===== config.mk =====
export PLATFORM = sky130hd
export DESIGN_NAME = onehot_decoder_seq
export DESIGN_NICKNAME = d
export VERILOG_FILES = /design/src/rtl/onehot_decoder_seq.sv
export SDC_FILE = /design/constraint.sdc
export NUM_CORES = 1
export LEC_CHECK = 0
export BUFFER_PORTS_ARGS = -buffer_cell sky130_fd_sc_hd__buf_2
export CORE_ASPECT_RATIO = 1.2
export CORE_MARGIN = 10
export CORE_UTILIZATION = 25
export DETAILED_ROUTE_END_ITERATION = 8
export GPL_ROUTABILITY_DRIVEN = 0
export PLACE_DENSITY = 0.47
export SLEW_MARGIN = 0
export SYNTH_ARGS = -nofsm -noshare
export SYNTH_HDL_FRONTEND = slang
export SYNTH_SLANG_ARGS = --single-unit

===== constraint.sdc =====
create_clock -name clk -period 1.9 [get_ports clk]
set_clock_uncertainty 0.15 [all_clocks]
set_input_delay 0.095 -clock clk [delete_from_list [all_inputs] [get_ports clk]]
set_output_delay 0.095 -clock clk [all_outputs]
set_load 0.02 [all_outputs]

===== src/rtl/onehot_decoder_seq.sv =====
// Sequenced binary-to-one-hot decoder. Codes arrive over valid/ready into a
// small FIFO. Each code is driven as a registered one-hot word for HOLD
// cycles, followed by GAP idle cycles.
module onehot_decoder_seq #(
    parameter int unsigned CW    = 2,
    parameter int unsigned HOLD  = 3,
    parameter int unsigned GAP   = 1,
    parameter int unsigned DEPTH = 2
) (
    input  logic               clk,
    input  logic               rst_n,
    input  logic               flush,
    input  logic               in_valid,
    output logic               in_ready,
    input  logic [CW-1:0]      in_code,
    input  logic               in_en,
    output logic [2**CW-1:0]   y,
    output logic               y_valid,
    output logic               busy
);

    localparam int unsigned OUT_W   = 2**CW;
    localparam int unsigned ENT_W   = CW + 1;
    localparam int unsigned PTR_W   = (DEPTH > 1) ? $clog2(DEPTH) : 1;
    localparam int unsigned OCC_W   = $clog2(DEPTH + 1);
    localparam int unsigned CNT_MAX = (HOLD > GAP) ? HOLD : GAP;
    localparam int unsigned CNT_W   = (CNT_MAX > 1) ? $clog2(CNT_MAX) : 1;

    localparam logic [CNT_W-1:0] HOLD_M1 = CNT_W'(HOLD - 1);
    localparam logic [CNT_W-1:0] GAP_M1  = CNT_W'((GAP > 0) ? (GAP - 1) : 0);

    typedef enum logic [1:0] {
        ST_IDLE  = 2'd0,
        ST_DRIVE = 2'd1,
        ST_GAP   = 2'd2
    } state_t;

    // FIFO storage and bookkeeping
    logic [ENT_W-1:0] mem [DEPTH];
    logic [PTR_W-1:0] wr_ptr;
    logic [PTR_W-1:0] rd_ptr;
    logic [OCC_W-1:0] occ;
    logic             full;
    logic             empty;
    logic             push;
    logic             pop;

    // FSM state and registered outputs
    state_t           state;
    state_t           state_nxt;
    logic [CNT_W-1:0] cnt;
    logic [CNT_W-1:0] cnt_nxt;
    logic             load;
    logic             clear;
    logic [ENT_W-1:0] head;
    logic [OUT_W-1:0] head_word;
    logic [OUT_W-1:0] y_nxt;
    logic             y_valid_nxt;

    function automatic logic [PTR_W-1:0] ptr_inc(input logic [PTR_W-1:0] p);
        return (p == PTR_W'(DEPTH - 1)) ? '0 : p + PTR_W'(1);
    endfunction

    assign full      = (occ == OCC_W'(DEPTH));
    assign empty     = (occ == '0);
    assign in_ready  = !full;
    assign push      = in_valid && !full && !flush;
    assign head      = mem[rd_ptr];
    assign head_word = head[CW] ? (OUT_W'(1) << head[CW-1:0]) : '0;
    assign busy      = (state != ST_IDLE) || !empty;

    // FIFO data write; payload needs no reset since occupancy gates reads
    always_ff @(posedge clk) begin
        if (push) begin
            mem[wr_ptr] <= {in_en, in_code};
        end
    end

    // FIFO pointers and occupancy; flush wins over push and pop
    always_ff @(posedge clk or negedge rst_n) begin
        if (!rst_n) begin
            wr_ptr <= '0;
            rd_ptr <= '0;
            occ    <= '0;
        end else if (flush) begin
            wr_ptr <= '0;
            rd_ptr <= '0;
            occ    <= '0;
        end else begin
            if (push) begin
                wr_ptr <= ptr_inc(wr_ptr);
            end
            if (pop) begin
                rd_ptr <= ptr_inc(rd_ptr);
            end
            if (push && !pop) begin
                occ <= occ + OCC_W'(1);
            end else if (pop && !push) begin
                occ <= occ - OCC_W'(1);
            end
        end
    end

    // State register together with counter and registered outputs
    always_ff @(posedge clk or negedge rst_n) begin
        if (!rst_n) begin
            state   <= ST_IDLE;
            cnt     <= '0;
            y       <= '0;
            y_valid <= 1'b0;
        end else begin
            state   <= state_nxt;
            cnt     <= cnt_nxt;
            y       <= y_nxt;
            y_valid <= y_valid_nxt;
        end
    end

    // Next-state logic: decides pops, word loads and output clears
    always_comb begin
        state_nxt = state;
        cnt_nxt   = cnt;
        pop       = 1'b0;
        load      = 1'b0;
        clear     = 1'b0;
        if (flush) begin
            state_nxt = ST_IDLE;
            cnt_nxt   = '0;
            clear     = 1'b1;
        end else begin
            case (state)
                ST_IDLE: begin
                    if (!empty) begin
                        pop       = 1'b1;
                        load      = 1'b1;
                        cnt_nxt   = HOLD_M1;
                        state_nxt = ST_DRIVE;
                    end
                end
                ST_DRIVE: begin
                    if (cnt != '0) begin
                        cnt_nxt = cnt - CNT_W'(1);
                    end else if (GAP > 0) begin
                        clear     = 1'b1;
                        cnt_nxt   = GAP_M1;
                        state_nxt = ST_GAP;
                    end else if (!empty) begin
                        // back-to-back words with no idle cycle
                        pop     = 1'b1;
                        load    = 1'b1;
                        cnt_nxt = HOLD_M1;
                    end else begin
                        clear     = 1'b1;
                        state_nxt = ST_IDLE;
                    end
                end
                ST_GAP: begin
                    if (cnt != '0) begin
                        cnt_nxt = cnt - CNT_W'(1);
                    end else if (!empty) begin
                        pop       = 1'b1;
                        load      = 1'b1;
                        cnt_nxt   = HOLD_M1;
                        state_nxt = ST_DRIVE;
                    end else begin
                        state_nxt = ST_IDLE;
                    end
                end
                default: begin
                    state_nxt = ST_IDLE;
                    cnt_nxt   = '0;
                end
            endcase
        end
    end

    // Output logic: next values for the registered one-hot word
    always_comb begin
        y_nxt       = y;
        y_valid_nxt = y_valid;
        if (load) begin
            y_nxt       = head_word;
            y_valid_nxt = 1'b1;
        end else if (clear) begin
            y_nxt       = '0;
            y_valid_nxt = 1'b0;
        end
    end

endmodule


==> out/qor.yml <==
status:
  status: "finished clean"
yosys:
  muxShareOfSynthArea: 0.02316
  syn_area_um2: 918.4
  synthTopCellsByArea: "dfrtp_1 35%, edfxtp_1 20%, o32ai_1 3.8%"
  yosysUniqueCellTypes: 35
  synth-compound-area-share: 0.2166
  synth.most_common_cell: "dfrtp_1"
  synth-edff-count: 6
  synth_xor_area_frac: 0.009537
  synthSimpleGateAreaFrac: 0.1431
  syn_nets: 89
  async_flop_share: 0.6842
  yosys-top-cells-count: "13 x dfrtp_1, 9 x inv_1, 6 x edfxtp_1, 6 x o21ai_0"
  synth_top_family_by_area: "compound AO/OA/AOI/OAI gates"
  yosys_warnings: 0
  synth_top_flop_cell: "dfrtp_1"
  synthAdderAreaFrac: 0
  synthCells: 82
  netlist.top_cell.by_area: "dfrtp_1"
  avgSynthCellArea_um2: 11.20
  ys_ff_latch: 19
  yosysSeqAreaShare: 0.5504
  netlist.area_leader.share: 0.3542
finish:
  seqCellArea_um2: 505.5
  fin_nets: 109
  diodes: 0
  design_area_mm2: 0.001110
  drive_above_1_share: 0.2178
  area_delta_synth_final_pct: 20.84
  fill_cells: 374
  multi_input_area_um2: 360.3
  finalCoreUtilization: 0.3080
sta:
  fin_tns_setup_ns: 0
  slew_viol_final: 0
  max_freq_ghz: 0.5620
  grt_setup_unrepaired: "false"
  post-route-min-period_ns: 1.779
  post-route-period-util: 0.9365
  report.final.hold_viol_count: 0
  worst_slew_pin_slew_ns: 0.4862
  maxSlewHeadroom: 0.6752
  hold_ws_ns: 0.009715
  setup_viol: 0
clock_network:
  clk_latency_ns: 0.25
  cts_tree: "done"
  clk_pin_slew_worst_paths_ns: 0.07
  clockBufferDepth: 2
  cts_buffers: 3
  cts_sinks: 19
  cts_root_buf: "clkbuf_8"
  htreeDepth: 1
  postCtsSetupBuffers: 0
setup_path:
  worst_setup_path_start_kind: "flop"
  cp_data_required_time_ns: 1.65
  path_class: "flop to flop"
  cp_data_arrival_time_ns: 1.53
  critPathMaxFanout: 6
  crit_path_end_kind: "flop"
worst_hold_path:
  holdCritPathClass: "primary input to flop"
detailed_routing:
  wl_per_cell_um: 13.37
  first_iter_violations: 9
  drc: 0
  finalWirelength_mm: 1.872
  firstDrtPassIters: 4
  via_per_inst: 4.886
  ant_nets: 0
  vias: 684
power_and_ir_drop:
  leakage_nw: 0.4581
  peakVddDrop_mv: 0.3593
  power_mw: 0.8929
  p_per_area_mw_per_mm2: 804.6
floorplanning:
  io_pins: 14
  die_w_um: 75.33
  core_mm2: 0.003603
  initial_core_util: 0.2549
  rows: 24
  fp.dieH_um: 86.40
  die-area_mm2: 0.006508
grt:
  grt_max_degree: 14
  grt_use_total: 0.06286
  grt_pass1_wl_mm: 3.256
  grt_pass1_vias: 745
  globalRouteOverflowTotal: 0
  grt_antenna_before_repair: 0
placed_design:
  dpl_cell_area_mm2: 0.001013
  dp_hpwl_mm: 1.426
  port_buffers: 13
run:
  maxCapViolations: 0
-- final timing paths --
path / startpoint / end / slack (ns) / cells past startpoint
max: occ[1]$_DFFE_PN0P_ / mem[1][1]$_DFFE_PP_ / 0.12 / 4
min: flush / rd_ptr$_DFFE_PN0P_ / 0.01 / 2
max reg2reg: occ[1]$_DFFE_PN0P_ / mem[1][1]$_DFFE_PP_ / 0.12 / 4
min reg2reg: y[0]$_DFFE_PN0P_ / y[0]$_DFFE_PN0P_ / 0.37 / 2
max in group asynchronous: rst_n / y[0]$_DFFE_PN0P_ / 1.27 / 2
min in group asynchronous: rst_n / cnt[0]$_DFF_PN0_ / 0.10 / 2
-- critical path, cell delays in order, from the launching register on --
cell	delay, ns
dfrtp_1	0.45
nor2b_2	0.21
inv_1	0.10
nand2_1	0.08
nor3b_1	0.44
-- power breakdown --
group          internal [mW]  switching, mW
sequential             0.447         0.0311
clock                  0.146          0.137
combinational         0.0608         0.0714
-- timing repair --
action                                 4_1_cts  5_1_grt
hold buffers                                 5        0
endpoints found under the hold margin       20        0
resized for setup                            0        0
setup endpoints to repair                    0        0
-- layout by cell type, fill, tap and decap left out, drive strengths merged, types with 2 or more instances in the layout --
| master | synthesis | final |
|---|---|---|
| a21oi | 4 | 4 |
| a31oi | 3 | 3 |
| and3b | 2 | 2 |
| buf | 2 | 13 |
| clkbuf | 1 | 3 |
| dfrtp | 13 | 13 |
| dlygate4sd3 | 0 | 5 |
| edfxtp | 6 | 6 |
| inv | 9 | 9 |
| nand2 | 3 | 3 |
| nand3 | 2 | 2 |
| nor2 | 4 | 4 |
| o211ai | 2 | 2 |
| o21a | 2 | 2 |
| o21ai | 6 | 6 |
| o32ai | 4 | 4 |
| or3 | 3 | 3 |
-- logic make-up after synthesis --
family | count (synthesis)
AND/OR/NAND/NOR | 21
XOR/XNOR | 1
buffers and inverters | 12
multiplexers | 2
flip-flops | 19
AO/OA/AOI/OAI | 27
-- flip-flops by register name (all words and copies together), names as in the netlist --
name	flops
y	4
mem	6
occ	2
y_valid	1
rd_ptr	1
wr_ptr	1
cnt	2
state	2
-- routing by layer --
layer	GRT usage	routed length, um
met2	0.1007	921
met3	0.01945	84
met5	0	0
met1	0.07335	836
met4	0.03046	29
-- per-stage QoR --
stage	instances	worst slack, ns
CTS	140	0.1104
floorplan	82	0.1807
finish	140	0.1206
global route	140	0.04086
detailed placement	131	0.1314
global placement	131	0.1325
-- cell type report --
class / count / share of cell area
Timing Repair Buffer: 18 / 0.1037
Inverter: 9 / 0.03044
Sequential cell: 19 / 0.4555
Clock buffer: 3 / 0.03720
Clock inverter: 1 / 0.004510
Multi-Input combinational cell: 51 / 0.3247
Tap cell: 39 / 0.04397
Power figures use the tool's default switching activity.
